### src/rtl/instr_encoder.sv
// Two-stage RISC-V instruction encoder: S1 decodes format and legality, S2 packs the word.
// Optional RV64I support (OP-IMM-32 / OP-32, 6-bit shamt) is enabled by defining DECO_ENC_RV64I_EN.
module instr_encoder (
  input  logic        clk_i,
  input  logic        rst_i,
  input  logic        in_valid_i,
  output logic        in_ready_o,
  input  logic [6:0]  in_opcode_i,
  input  logic [2:0]  in_func3_i,
  input  logic [6:0]  in_func7_i,
  input  logic [4:0]  in_rd_i,
  input  logic [4:0]  in_rs1_i,
  input  logic [4:0]  in_rs2_i,
  input  logic [31:0] in_imm_i,
  output logic        out_valid_o,
  input  logic        out_ready_i,
  output logic [31:0] out_instr_o,
  output logic        out_illegal_o,
  output logic [15:0] count_o
);
  localparam int INST_SIZE = 32;

  localparam logic [6:0] OP_LUI     = 7'b0110111;
  localparam logic [6:0] OP_AUIPC   = 7'b0010111;
  localparam logic [6:0] OP_JAL     = 7'b1101111;
  localparam logic [6:0] OP_JALR    = 7'b1100111;
  localparam logic [6:0] OP_LOAD    = 7'b0000011;
  localparam logic [6:0] OP_ALU_I   = 7'b0010011;
  localparam logic [6:0] OP_FENCE   = 7'b0001111;
  localparam logic [6:0] OP_SYSTEM  = 7'b1110011;
  localparam logic [6:0] OP_STORE   = 7'b0100011;
  localparam logic [6:0] OP_BRANCH  = 7'b1100011;
  localparam logic [6:0] OP_ALU     = 7'b0110011;
  localparam logic [6:0] OP_ALU_I_W = 7'b0011011;
  localparam logic [6:0] OP_ALU_W   = 7'b0111011;

`ifdef DECO_ENC_RV64I_EN
  localparam bit RV64 = 1'b1;
`else
  localparam bit RV64 = 1'b0;
`endif

  typedef enum logic [2:0] {FMT_R, FMT_I, FMT_S, FMT_B, FMT_U, FMT_J} fmt_e;

  typedef struct packed {
    fmt_e        fmt;
    logic        illegal;
    logic        shift;
    logic        shamt6;
    logic [6:0]  opcode;
    logic [2:0]  f3;
    logic [6:0]  f7;
    logic [4:0]  rd;
    logic [4:0]  rs1;
    logic [4:0]  rs2;
    logic [31:0] imm;
  } s1_t;

  s1_t                  s1_d, s1_q;
  logic                 s1_vld_q, s2_vld_q;
  logic [INST_SIZE-1:0] s2_instr_d, s2_instr_q;
  logic                 s2_ill_q;
  logic [15:0]          cnt_q;
  logic                 s1_adv, out_hs;
  logic                 fmt_ok, imm_ok, sext12;

  assign out_hs      = s2_vld_q && out_ready_i;
  assign s1_adv      = s1_vld_q && (!s2_vld_q || out_ready_i);
  assign in_ready_o  = !rst_i && (!s1_vld_q || s1_adv);
  assign out_valid_o   = s2_vld_q;
  assign out_instr_o   = s2_instr_q;
  assign out_illegal_o = s2_ill_q;
  assign count_o       = cnt_q;

  // S1 decode: format, shift detection and immediate legality
  always_comb begin
    fmt_ok = 1'b1;
    s1_d        = '0;
    s1_d.fmt    = FMT_R;
    s1_d.opcode = in_opcode_i;
    s1_d.f3     = in_func3_i;
    s1_d.f7     = in_func7_i;
    s1_d.rd     = in_rd_i;
    s1_d.rs1    = in_rs1_i;
    s1_d.rs2    = in_rs2_i;
    s1_d.imm    = in_imm_i;
    case (in_opcode_i)
      OP_LUI, OP_AUIPC:                               s1_d.fmt = FMT_U;
      OP_JAL:                                         s1_d.fmt = FMT_J;
      OP_JALR, OP_LOAD, OP_ALU_I, OP_FENCE, OP_SYSTEM: s1_d.fmt = FMT_I;
      OP_STORE:                                       s1_d.fmt = FMT_S;
      OP_BRANCH:                                      s1_d.fmt = FMT_B;
      OP_ALU:                                         s1_d.fmt = FMT_R;
`ifdef DECO_ENC_RV64I_EN
      OP_ALU_I_W:                                     s1_d.fmt = FMT_I;
      OP_ALU_W:                                       s1_d.fmt = FMT_R;
`endif
      default:                                        fmt_ok = 1'b0;
    endcase
    // func3 001/101 are SLLI and SRLI/SRAI
    s1_d.shift  = (in_opcode_i == OP_ALU_I || (RV64 && in_opcode_i == OP_ALU_I_W))
                  && in_func3_i[1:0] == 2'b01;
    s1_d.shamt6 = RV64 && in_opcode_i == OP_ALU_I;
    sext12 = (&in_imm_i[31:11]) || !(|in_imm_i[31:11]);
    case (s1_d.fmt)
      FMT_I:   imm_ok = s1_d.shift ? (s1_d.shamt6 ? !(|in_imm_i[31:6]) : !(|in_imm_i[31:5]))
                                   : sext12;
      FMT_S:   imm_ok = sext12;
      FMT_B:   imm_ok = ((&in_imm_i[31:12]) || !(|in_imm_i[31:12])) && !in_imm_i[0];
      FMT_J:   imm_ok = ((&in_imm_i[31:20]) || !(|in_imm_i[31:20])) && !in_imm_i[0];
      FMT_U:   imm_ok = !(|in_imm_i[11:0]);
      default: imm_ok = 1'b1;
    endcase
    s1_d.illegal = !fmt_ok || !imm_ok;
  end

  always_comb begin
    s2_instr_d = '0;
    case (s1_q.fmt)
      FMT_R: s2_instr_d = {s1_q.f7, s1_q.rs2, s1_q.rs1, s1_q.f3, s1_q.rd, s1_q.opcode};
      FMT_I: begin
        if (!s1_q.shift)
          s2_instr_d = {s1_q.imm[11:0], s1_q.rs1, s1_q.f3, s1_q.rd, s1_q.opcode};
        else if (s1_q.shamt6)
          s2_instr_d = {s1_q.f7[6:1], s1_q.imm[5:0], s1_q.rs1, s1_q.f3, s1_q.rd, s1_q.opcode};
        else
          s2_instr_d = {s1_q.f7, s1_q.imm[4:0], s1_q.rs1, s1_q.f3, s1_q.rd, s1_q.opcode};
      end
      FMT_S: s2_instr_d = {s1_q.imm[11:5], s1_q.rs2, s1_q.rs1, s1_q.f3, s1_q.imm[4:0], s1_q.opcode};
      FMT_B: s2_instr_d = {s1_q.imm[12], s1_q.imm[10:5], s1_q.rs2, s1_q.rs1, s1_q.f3,
                           s1_q.imm[4:1], s1_q.imm[11], s1_q.opcode};
      FMT_U: s2_instr_d = {s1_q.imm[31:12], s1_q.rd, s1_q.opcode};
      FMT_J: s2_instr_d = {s1_q.imm[20], s1_q.imm[10:1], s1_q.imm[11], s1_q.imm[19:12],
                           s1_q.rd, s1_q.opcode};
      default: s2_instr_d = '0;
    endcase
    if (s1_q.illegal) s2_instr_d = '0;
  end

  always_ff @(posedge clk_i) begin
    if (rst_i) begin
      s1_vld_q   <= 1'b0;
      s1_q       <= '0;
      s2_vld_q   <= 1'b0;
      s2_instr_q <= '0;
      s2_ill_q   <= 1'b0;
      cnt_q      <= '0;
    end else begin
      if (in_ready_o) begin
        s1_vld_q <= in_valid_i;
        if (in_valid_i) s1_q <= s1_d;
      end
      if (s1_adv) begin
        s2_vld_q   <= 1'b1;
        s2_instr_q <= s2_instr_d;
        s2_ill_q   <= s1_q.illegal;
      end else if (out_hs) begin
        s2_vld_q <= 1'b0;
      end
      if (out_hs && !s2_ill_q && cnt_q != 16'hFFFF) cnt_q <= cnt_q + 16'd1;
    end
  end
endmodule

### config.mk
export PLATFORM = sky130hd
export DESIGN_NAME = instr_encoder
export DESIGN_NICKNAME = d
export VERILOG_FILES = /design/src/rtl/instr_encoder.sv
export SDC_FILE = /design/constraint.sdc
export NUM_CORES = 1
export LEC_CHECK = 0
export CAP_MARGIN = 40
export CORE_ASPECT_RATIO = 1.4
export CORE_UTILIZATION = 50
export DETAILED_ROUTE_END_ITERATION = 6
export GPL_TIMING_DRIVEN = 0
export PLACE_DENSITY_LB_ADDON = 0.05
export SLEW_MARGIN = 5
export SYNTH_ARGS = -nofsm -noshare
export SYNTH_HDL_FRONTEND = slang
export SYNTH_SLANG_ARGS = --single-unit
### constraint.sdc
create_clock -name clk_i -period 2.1 [get_ports clk_i]
set_clock_uncertainty 0.1 [all_clocks]
set_input_delay 0.21 -clock clk_i [delete_from_list [all_inputs] [get_ports clk_i]]
set_output_delay 0.21 -clock clk_i [all_outputs]
set_load 0.01 [all_outputs]
== After elaboration in Yosys (flattened, before gate mapping) ==
Cells that the tools add are included.

* Input bits: 68
* Register bits after elaboration: 120
* Output and inout bits: 51

* Mux-type cells: 9
* Add/subtract/negate cells: 1
* Reduce and logical (&&, ||, !) cells: 40
* Eq/ne operators: 23

{| class="wikitable"
|+ Operator list
! kind !! count
|-
| $pmux 32 s6 || 1
|-
| $mux 32 || 2
|-
| $eq 7x7->1 const B || 4
|-
| $reduce_or 27->1 || 1
|-
| $reduce_or 12->1 || 2
|-
| $eq 7x6->1 const B || 3
|-
| $reduce_and 21->1 || 1
|-
| $reduce_or 21->1 || 1
|-
| $reduce_and 20->1 || 1
|-
| $reduce_or 20->1 || 1
|-
| $add 16x1->16 const B || 1
|-
| $ne 16x16->1 const B || 1
|-
| $pmux 3 s5 || 1
|-
| $eq 7x5->1 const B || 2
|-
| $eq 3x2->1 const B || 4
|-
| $eq 3x3->1 const B || 4
|-
| $logic_not 1->1 || 12
|-
| $reduce_and 12->1 || 1
|-
| $reduce_or 11->1 || 1
|-
| $logic_and 1x1->1 || 8
|-
| $eq 7x2->1 const B || 1
|-
| $eq 7x4->1 const B || 1
|-
| $eq 3x1->1 const B || 2
|-
| $logic_or 1x1->1 || 6
|-
| 8 further kinds || 11
|}

== Logic depth before layout (Yosys ltp) ==
Gate-level depths: netlist (run 1).

* Depth in word-level cells: 7
* Depth in mapped cells: 8
* Depth with buffers taken out: 7

== Worst setup path before layout (run 1) ==
Ideal clock, no wire load.

* Kind: register -> register
* Start: reg cnt_q[0] (netlist: count_o[0])
* End: reg cnt_q[13] (netlist: count_o[13])
* Slack: 326 ps
* Setup time: 128 ps
* Cell stages (with the launch flop): 8
* Data arrival time: 1546 ps
* Clock period less this slack: 1774 ps
* Cells stage by stage: dfxtp_1 > ha_1 > and2_1 > nand3_1 > o2111ai_2 > nor4_1 > xnor2_1 > nor2_1

* Word-level cells in the longest chain between the ends: 2
* Elaborated cells on any way between the ends: 3
* Classes of those cells: 1 x add/sub; 1 x eq/ne; 1 x reduce/logical

{| class="wikitable"
|+ Ends and longest elaborated chain
! item !! line !! text
|-
| start, declared || 63 || <nowiki>logic [15:0] cnt_q;</nowiki>
|-
| start signal, assigned || 160 || <nowiki>if (out_hs && !s2_ill_q && cnt_q != 16'hFFFF) cnt_q <= cnt_q + 16'd1;</nowiki>
|-
| branches (longest 2 deep; another with $add 16x1->16) || n/a ||
|}

Parallel ways; which one is timed is not known.
A chain may end at the register's enable or synchronous reset.

== Worst setup path in the final report (run 1) ==
* Start: in in_opcode_i[6]
* End: reg s1_q[66] (netlist bit)

* Word-level cells in the longest chain between the ends: 7
* Elaborated cells on any way between the ends: 27
* Classes of those cells: 16 x eq/ne; 4 x mux; 7 x reduce/logical

{| class="wikitable"
|+ Ends and longest elaborated chain
! item !! line !! text
|-
| start, declared || 8 || <nowiki>input logic [6:0] in_opcode_i,</nowiki>
|-
| $eq 7x5->1 (tied with other cells) || 87, 101 ||
|-
| $reduce_or 5->1 or $reduce_or 2->1 (tied branches) || n/a ||
|-
| $pmux 3 s5 || 87 || <nowiki>case (in_opcode_i)</nowiki>
|-
| $eq 3x3->1 (tied with other cells) || 105 || <nowiki>case (s1_d.fmt)</nowiki>
|-
| $pmux 1 s5 || 105 ||
|-
| $logic_not 1->1 || 114 || <nowiki>s1_d.illegal = !fmt_ok || !imm_ok;</nowiki>
|-
| $logic_or 1x1->1 (*) || 114 ||
|-
| end signal, assigned || 143 || <nowiki>s1_q <= '0;</nowiki>
|-
| end signal, assigned || 151 || <nowiki>if (in_valid_i) s1_q <= s1_d;</nowiki>
|-
| end, declared || 59 || <nowiki>s1_t s1_d, s1_q;</nowiki>
|}

Mark *: on every way between the ends. The rest lies on a longest branch, timed or not.

==> results of run 1 <==
where the power goes:
| group | internal (W) | switching, W | leakage [nW] |
|---|---|---|---|
| Sequential | 0.00239 | 0.0000694 | 0.983 |
| Clock | 0.00203 | 0.00109 | 0.307 |
| Combinational | 0.000272 | 0.000308 | 1.26 |
Yosys cell counts, types with 4 or more instances:
| cell | number |
|---|---|
| a21oi_1 | 13 |
| nand4_1 | 7 |
| nand2b_1 | 6 |
| nor2b_1 | 5 |
| nand3b_1 | 4 |
| nand3_1 | 7 |
| o22ai_1 | 10 |
| nor3_1 | 4 |
| nor2_1 | 61 |
| o21ai_0 | 10 |
| or3_1 | 6 |
| o21ai_1 | 62 |
| inv_1 | 18 |
| buf_2 | 9 |
| mux2i_1 | 8 |
| nand2_1 | 145 |
| dfxtp_1 | 120 |
| a222oi_1 | 6 |
| o31ai_1 | 13 |
| clkbuf_1 | 27 |
| a22oi_1 | 30 |
| xnor2_1 | 7 |
| nor4_1 | 5 |
| a2bb2oi_1 | 6 |
critical path: stages:
cell,delay (ns)
dlygate4sd3_1,0.57
buf_6,0.15
nand2b_4,0.13
or4b_4,0.50
o21ai_1,0.15
a41oi_1,0.15
a211oi_1,0.28
o2bb2ai_1,0.13
state kept, by name (all words and copies together) (netlist names):
| register | cells |
|---|---|
| out_valid_o | 1 |
| s1_vld_q | 1 |
| s1_q | 69 |
| out_illegal_o | 1 |
| count_o | 16 |
| out_instr_o | 32 |
timing repair:
action | 4_1_cts | 5_1_grt
endpoints found under the setup margin | 21 | 21
pin swaps | 0 | 2
hold buffers | 1 | 0
hold endpoints to repair | 1 | 0
gates resized for setup | 4 | 11
buffers inserted | 0 | 1
per-stage QoR:
| stage | std cells | util, % | power (W) | setup WS [ns] | area (um2) |
|---|---|---|---|---|---|
| floorplan | 633 | - | 0.00277 | 0.326 | 5120 |
| global placement | 885 | 64.9 | 0.00305 | -0.209 | 6460 |
| detailed placement | 885 | 64.9 | 0.00307 | -0.250 | 6460 |
| CTS | 918 | 71.5 | 0.00616 | 0.0259 | 7110 |
| global route | 919 | 72.0 | 0.00631 | 0.0119 | 7170 |
| finish | 919 | 72.0 | 0.00616 | 0.0656 | 7170 |
logic make-up (layout without fill, tap and decap cells):
kind of cell,after synthesis,in the layout
flops,120,120
xor+xnor,10,10
compound gates,165,165
mux,9,9
buf+inv,60,211
simple gates,268,268
fa+ha+maj,1,1
cell usage in the layout, fill, tap and decap left out, types with 6 or more instances in the layout:
master,Yosys,routed
mux2i_1,8,8
or3_1,6,6
nand3_1,7,7
clkbuf_16,0,17
buf_2,9,10
a2bb2oi_1,6,6
nand2_1,145,145
dfxtp_1,120,120
o21ai_1,62,62
nand2b_1,6,6
xnor2_1,7,7
clkdlybuf4s50_1,0,117
o21ai_0,10,10
a21oi_1,13,12
a22oi_1,30,30
nand4_1,7,7
inv_1,18,18
o31ai_1,13,13
a222oi_1,6,6
clkbuf_1,27,23
o22ai_1,10,10
nor2_1,61,61
final timing paths:
path | to | cells after the start | slack, ns | from
worst min-delay path | s1_q[33] | 3 | 0.24 | in_rs2_i[1]
worst min register to register | s1_q[19] | 2 | 0.35 | s1_q[19]
worst max-delay path | s1_q[66] | 8 | 0.07 | in_opcode_i[6]
worst max register to register | count_o[3] | 7 | 0.09 | count_o[0]
per-layer routing:
layer | wire length, um | global-route usage [%]
met5 | 0 | 0
met4 | 582 | 17.4
met3 | 835 | 5.76
met2 | 8150 | 52.8
met1 | 5970 | 32.1
area by class of cell:
| type | count | share of cell area, % |
|---|---|---|
| flip-flops and latches | 120 | 33.5 |
| multi-input cells | 453 | 34.9 |
| clock buffers | 18 | 6.13 |
| clock inverters | 14 | 2.76 |
| repair buffers | 119 | 16.6 |
| plain buffers | 41 | 2.72 |
| well taps | 135 | 2.36 |
| inverters | 19 | 0.995 |
==> impl_metrics.env, run 1 <==
export IMPL_status="complete, no violations"
export IMPL_cts_tree="built"
export IMPL_antenna_left=0
export IMPL_synth_seq_area_share_pct=47.0
export IMPL_gp_congestion=0.891
export IMPL_cts_root_buf="clkbuf_16"
export IMPL_finalHoldViolCount=0
export IMPL_clock_sinks=120
export IMPL_synth_top_family_by_area="simple AND/OR/NAND/NOR gates"
export IMPL_cp_required_ns=2.35
export IMPL_clk_pin_slew_ns=0.06
export IMPL_vdd_drop_max_uv=623
export IMPL_synth_xor_area_share_pct=1.71
export IMPL_yosys_area_share_simple_pct=23.5
export IMPL_h_tree_depth=4
export IMPL_multi_input_area_mm2=0.00250
export IMPL_rsz0062_at_grt="false"
export IMPL_relSlewSlack_pct=57.6
export IMPL_syn_avg_cell_area_um2=8.08
export IMPL_dpl_hpwl_um=11200
export IMPL_fmax_mhz=492
export IMPL_area_growth_synth_to_final_pct=40.1
export IMPL_tightest_slew_ns=0.637
export IMPL_regArea_mm2=0.00240
export IMPL_synth_ff_type="dfxtp_1"
export IMPL_cp_end_kind="register"
export IMPL_powerDensity_mw_per_mm2=859
export IMPL_nFillCells=811
export IMPL_die_w_um=87.5
export IMPL_slew_viol_final=0
export IMPL_ios=119
export IMPL_synth_warnings=0
export IMPL_fp_dieH_um=122
export IMPL_nets=840
export IMPL_core_mm2=0.00995
export IMPL_synthCells=633
export IMPL_grt_max_degree=17
export IMPL_core_rowCount=43
export IMPL_port_buffers=117
export IMPL_hold_ws_ns=0.239
export IMPL_max_cap_violations=0
export IMPL_cts_buffers=17
export IMPL_grt_overflow=0
export IMPL_synth_net_count=702
export IMPL_routed_wl_um=15500
export IMPL_yosysTopAreaCell="dfxtp_1"
export IMPL_holdCritPathClass="in2reg"
export IMPL_ys_ff_latch=120
export IMPL_antenna_found_initial=0
export IMPL_path_class="in2reg"
export IMPL_start_util_pct=51.4
export IMPL_finalSetupViolCount=0
export IMPL_synthArstFlopShare_pct=0
export IMPL_grt_util_all_layers_pct=29.7
export IMPL_worstPathArrival_ns=2.28
export IMPL_netlist_area_mm2=0.00512
export IMPL_max_clock_path_buffers=2
export IMPL_drt_iter0_drc=339
export IMPL_fin_crit_ns=2.03
export IMPL_synth_top_area_share_pct=47.0
export IMPL_synthMuxAreaShare_pct=1.79
export IMPL_dieArea_mm2=0.0106
export IMPL_grt_pass1_wl_um=23700
export IMPL_power_leakage_nw=2.55
export IMPL_synth_edf_count=0
export IMPL_drc_errors=0
export IMPL_path_max_fanout=7
export IMPL_diodes=0
export IMPL_clk_latency_ns=0.41
export IMPL_firstDrtPassIters=5
export IMPL_synth_area_leaders="dfxtp_1 47%, nand2_1 11%, o21ai_1 6.1%"
export IMPL_wl_per_cell_um=16.9
export IMPL_vias=5235
export IMPL_yosys_cell_types_count=54
export IMPL_synth_adder_area_share_pct=0.245
export IMPL_routed_via_density=5.70
export IMPL_grt_pass1_vias=4927
export IMPL_critPathLaunchType="input pin"
export IMPL_finalCritPeriodShare_pct=96.9
export IMPL_setup_tns_final_ns=0
export IMPL_drive_gt1_share_pct=8.16
export IMPL_synth_compound_area_share_pct=20.7
Power figures use the tool's default switching activity.
==> run 2: changes to the inputs <==
--- a/config.mk
+++ b/config.mk
@@ -5,7 +5,6 @@
 export SDC_FILE = /design/constraint.sdc
 export NUM_CORES = 1
 export LEC_CHECK = 0
-export CAP_MARGIN = 40
 export CORE_ASPECT_RATIO = 1.4
 export CORE_UTILIZATION = 50
 export DETAILED_ROUTE_END_ITERATION = 6
==> results of run 2 <==
No change in the layout: final DEF, timing and power equal those of run 1.
==> edit 1: new RTL, config.mk and constraints of run 2 <==
The option `DECO_ENC_RV64I_EN` is turned on by a define.
--- a/src/rtl/instr_encoder.sv
+++ b/src/rtl/instr_encoder.sv
@@ -1,5 +1,7 @@
 // Two-stage RISC-V instruction encoder: S1 decodes format and legality, S2 packs the word.
 // Optional RV64I support (OP-IMM-32 / OP-32, 6-bit shamt) is enabled by defining DECO_ENC_RV64I_EN.
+`define DECO_ENC_RV64I_EN
+
 module instr_encoder (
   input  logic        clk_i,
   input  logic        rst_i,
Check against the original RTL: not equivalent (Yosys sat finds a counterexample within 4 cycles, from zero or initial values and one cycle with rst_i high).
==> edit 1 against run 2 <==
- final cell count rose by 2.5%
- clock power rose by 2%
- largest cell class unchanged
- setup slack improved by 0.083 ns
- sequential share of layout area fell by 0.67 points
- critical path type is now flop to flop
- global-route usage rose by 0.37 points
- synthesized area rose by 4.8%
- sequential cell count rose by 1
- wire length rose by 3.4%
- first-iteration DRC count rose by 1.8%
- utilization fell by 1.1 points
- cell area rose by 2.9%
- critical path depth fell by 1
- power rose by 1.7%
==> edit 1: results (changes against run 2) <==
WL final - 16.07 mm (was 15.53 mm)
first-pass GRT wire length - 25.17 mm (was 23.72 mm)
diode count - 0 (unchanged)
Sum Neg Setup Slack - 0 ns (unchanged)
logic gate share of total power - 9.5%
Clock Path Buffers - 2 (unchanged)
worst slew pin tran - 0.6568 ns (was 0.6367 ns)
layout cells sized above 1 - 6.965% (was 8.163%)
Unique masters post-synth - 54 (unchanged)
H-tree depth - 4 (unchanged)
vias in the first global route - 5118 (was 4927)
Max FO, Critical Path - 10 (was 7)
Largest register FFs - 70 (was 69)
top cells by area, synth - dfxtp_1 45%, nand2_1 9.9%, nand3b_1 8.0% (was dfxtp_1 47%, nand2_1 11%, o21ai_1 6.1%)
top_reg_cell synth - dfxtp_1 (unchanged)
total CTS buffers - 17 (unchanged)
CTS clk-pin slew, worst paths - 0.06 ns (about the same)
final global-route overflow total - 0 (unchanged)
final estimated routing congestion in global placement - 0.9221 (was 0.8912)
CP arrival - 2.21 ns (was 2.28 ns)
leakage - 2.850 nW (was 2.550 nW)
sw power - 1.474 mW (was 1.471 mW)
Clock power frac - 50.8% (was 50.7%)
Starting DRT DRC Count - 345 (was 339)
postcts setup bufs - 0 (unchanged)
largest vdd supply drop - 608.1 uV (was 623.1 uV)
GRT Total Usage - 30.02% (was 29.65%)
delay-heaviest family, CP - buffers and inverters (unchanged)
Largest Register - s1_q (unchanged)
initial antenna violation count - 0 (unchanged)
count leader, synth - nand2_1 (unchanged)
async set-reset flop share out of synthesis - 0% (unchanged)
min-delay worst type - input port to flop (unchanged)
number of max-slew violations in the final report - 0 (unchanged)
# fillers - 852 (was 811)
sequential share of the synthesized area - 45.18% (was 46.96%)
PortBufs - 117 (unchanged)
Yosys warning count - 0 (unchanged)
final net count - 860 (was 840)
post-placement cell area - 6705 um^2 (was 6456 um^2)
Worst-Skew Late Latency - 0.41 ns (about the same)
largest net degree at the start of global routing - 17 (unchanged)
Post-Syn Nets - 726 (was 702)
peak per-stage delay on the critical path - 0.35 ns (was 0.57 ns)
status - finished, final reports clean (unchanged)
slowest CP cell - buf_1 (was dlygate4sd3_1)
Synth top cells by count - 142 x nand2_1, 121 x dfxtp_1, 67 x nor2_1, 57 x nand3b_1, 32 x a22oi_1 (was 145 x nand2_1, 120 x dfxtp_1, 62 x o21ai_1, 61 x nor2_1, 30 x a22oi_1)
vias per cell - 5.673 (was 5.696)
clk root buf - clkbuf_16 (unchanged)
dpl hpwl - 11.78 mm (was 11.21 mm)
TritonRoute pass-1 iters - 5 (unchanged)
[edit 1: changes by cell type after synthesis, moves of 3 or more]
cell | run 2 | this run
buf_1 | 3 | 13
buf_2 | 9 | 4
or3_1 | 6 | 3
o21ai_0 | 10 | 20
xnor2_1 | 7 | 10
nor3_1 | 4 | 7
nand2_1 | 145 | 142
nor2_1 | 61 | 67
nand3b_1 | 4 | 57
o21ai_1 | 62 | 1
nor3b_1 | 0 | 3
[edit 1: through the flow]
| step | cells | utilization (%) | worst slack [ns] | power (mW) |
|---|---|---|---|---|
| floorplan | 657 | - | 0.3438 | 2.806 |
| global placement | 912 | 64.44 | -0.3445 | 3.101 |
| detailed placement | 912 | 64.44 | -0.3496 | 3.114 |
| CTS | 944 | 70.77 | 0.03745 | 6.278 |
| global route | 942 | 70.88 | 0.01480 | 6.457 |
| finish | 942 | 70.88 | 0.1481 | 6.264 |
[edit 1: worst register-to-register path: stages (launching register included)]
cell and delay (ns):
dfxtp_1 0.32, nor2b_2 0.17, a21oi_1 0.22, and2_1 0.22, buf_2 0.28, buf_1 0.36
nand2_1 0.14, nand2_1 0.08
[edit 1: path summary, 6_finish.rpt]
kind	startpoint	end	slack [ns]	cells past startpoint
max	out_valid_o	s1_q[4]	0.15	7
min	in_opcode_i[2]	s1_q[69]	0.14	3
max reg2reg	out_valid_o	s1_q[4]	0.15	7
min reg2reg	s1_q[19]	s1_q[19]	0.37	2
[edit 1: kinds of logic (layout without fill, tap and decap cells)]
family | Yosys count | count (layout) | share of synthesized area (%)
AO/OA/AOI/OAI | 118 | 118 | 15.22
XOR/XNOR | 14 | 14 | 2.287
adder cells (fa/ha/maj) | 1 | 1 | 0.2333
buffers and inverters | 63 | 210 | 4.527
flip-flops | 121 | 121 | 45.18
multiplexers | 10 | 10 | 1.914
AND/OR/NAND/NOR | 330 | 330 | 30.64
[edit 1: repair_timing]
item	CTS	global route
resized for setup	3	12
endpoints found under the setup margin	26	71
hold buffers	0	0
[edit 1: metal layers]
| layer | global-route usage, % | vias up | share of wire [%] |
|---|---|---|---|
| li1 | - | 2570 | - |
| met3 | 6.229 | 32 | 6.2 |
| met4 | 11.95 | 0 | 2.6 |
| met1 | 35.40 | 2511 | 40 |
| met2 | 51.77 | 231 | 51 |
| met5 | 0 | - | 0 |
[edit 1: final cells by class]
class	count	area share (%)
Buffer	42	2.392
Clock buffer	20	6.328
Clock inverter	12	2.545
Inverter	19	0.9671
Multi-Input combinational cell	473	36.66
Sequential cell	121	32.85
Tap cell	138	2.341
Timing Repair Buffer	117	15.91
==> edit 2: new RTL, config.mk and constraints of run 2 <==
Made on the original files. Make the reset (`rst_i`) asynchronous in one clocked block.
--- a/src/rtl/instr_encoder.sv
+++ b/src/rtl/instr_encoder.sv
@@ -137,7 +137,7 @@
     if (s1_q.illegal) s2_instr_d = '0;
   end
 
-  always_ff @(posedge clk_i) begin
+  always_ff @(posedge clk_i or posedge rst_i) begin
     if (rst_i) begin
       s1_vld_q   <= 1'b0;
       s1_q       <= '0;
Function: differs if rst_i is asserted again (counterexample within 4 cycles, from zero or initial values and one cycle with rst_i high); with rst_i held inactive, the same outputs for 10 cycles.
==> edit 2 against run 2 <==
- wire length is 1.2% higher
- fmax rose by 0.33%
- count of clock-buffer cells in the layout grew 2
- synthesized cell count fell by 4.3%
- sequential cell count stayed put
- cell area rose by 5.9%
- largest cell class is now sequential cells
- highest routed layer unchanged
- setup slack better by 0.0067 ns
- critical endpoint is now count_o[1]
- combinational power increased by 90%
- power is 18% higher
- synthesized area increased by 7.0%
==> edit 2: results (changes against run 2) <==
status - finished, final reports clean (unchanged)
peak per-stage delay on the critical path - 0.42 ns (was 0.57 ns)
delay-heaviest family, CP - flip-flops (was buffers and inverters)
first-pass GRT wire length - 25.35 mm (was 23.72 mm)
top_reg_cell synth - dfrtp_1 (was dfxtp_1)
Worst Hold End - s1_q[62] (was s1_q[33])
final net count - 814 (was 840)
final estimated routing congestion in global placement - 0.9294 (was 0.8912)
diode count - 0 (unchanged)
async set-reset flop share out of synthesis - 100.0% (was 0%)
R2R setup slack - 0.07 ns (was 0.09 ns)
sequential share of the synthesized area - 54.83% (was 46.96%)
Final Hold Slack - 0.08236 ns (was 0.2391 ns)
multiplexer share of the synthesized area - 1.005% (was 1.785%)
Post-Syn Nets - 675 (was 702)
slowest CP cell - dfrtp_1 (was dlygate4sd3_1)
Critical R2R Capture - count_o[1] (was count_o[3])
WL/cell - 17.55 um (was 16.90 um)
# fillers - 815 (was 811)
WL final - 15.72 mm (was 15.53 mm)
largest net degree at the start of global routing - 42 (was 17)
min-delay src - in_opcode_i[5] (was in_rs2_i[1])
Synth Area in Compound Gates - 12.68% (was 20.74%)
worst slew pin tran - 0.6543 ns (was 0.6367 ns)
vias in the first global route - 5070 (was 4927)
Max FO, Critical Path - 10 (was 7)
Setup WS pre-CTS - -0.3382 ns (was -0.2500 ns)
DP Cell Count - 864 (was 885)
met1 Use GR - 33.98% (was 32.11%)
Synth top cells by count - 227 x nand2_1, 120 x dfrtp_1, 30 x o21ai_0, 26 x a21oi_1, 21 x nor2b_1 (was 145 x nand2_1, 120 x dfxtp_1, 62 x o21ai_1, 61 x nor2_1, 30 x a22oi_1)
GRT Total Usage - 29.06% (was 29.65%)
Post-Synth Adder-Cell Area - 0.2285% (was 0.2446%)
largest vdd supply drop - 553.0 uV (was 623.1 uV)
met3 Use GR - 5.012% (was 5.759%)
launch point of the worst reg-to-reg path - count_o[1] (was count_o[0])
leakage - 3.533 nW (was 2.550 nW)
dpl hpwl - 11.04 mm (was 11.21 mm)
routing usage on met2 - 50.70% (was 52.78%)
R2R cell count - 6 (was 7)
[edit 2: changes by cell type after synthesis, moves of 16 or more]
cell,change
a22oi_1,-20
o21ai_0,+20
dfxtp_1,-120
o21ai_1,-61
nor2_1,-46
dfrtp_1,+120
nor2b_1,+16
nand2_1,+82
[edit 2: cells by family after synthesis]
kind of cell	count (synthesis)
flops	120
xor+xnor	15
simple gates	319
buf+inv	40
fa+ha+maj	1
mux	5
compound gates	106
[edit 2: worst max path at each step]
stage	startpoint	end	slack (ns)	depth (start not counted)
2_1_floorplan	count_o[0]	count_o[1]	0.14	6
3_3_place_gp	rst_i	out_instr_o[8]	-0.85	2
3_5_place_dp	out_ready_i	s1_q[32]	-0.34	7
4_1_cts	out_valid_o	s1_q[9]	0.03	6
5_1_grt	count_o[1]	count_o[1]	0.02	6
6_report	count_o[1]	count_o[1]	0.07	6
[edit 2: layout make-up]
class	count	area [um^2]	area share, %
Timing Repair Buffer	120	1231	16.22
Inverter	10	41.29	0.5440
Multi-Input combinational cell	446	2321	30.58
Clock buffer	20	456.7	6.017
Clock inverter	12	221.5	2.918
Buffer	30	141.4	1.863
Tap cell	138	172.7	2.275
Sequential cell	120	3004	39.58
[edit 2: metal layers]
layer / routed length, um / part of all wire (%)
met1: 6225 / 40
met2: 7946 / 51
met3: 841 / 5.3
met4: 707 / 4.5
met5: 0 / 0
[edit 2: power by group]
part | internal [mW] | switching (mW) | total, mW
combinational | 0.518 | 0.577 | 1.10
sequential | 2.62 | 0.246 | 2.86
clock | 2.28 | 1.05 | 3.33
[edit 2: timing repair]
item / 4_1_cts / 5_1_grt
endpoints found under the setup margin: 58 / 69
hold endpoints to repair: 0 / 0
resized for setup: 6 / 18
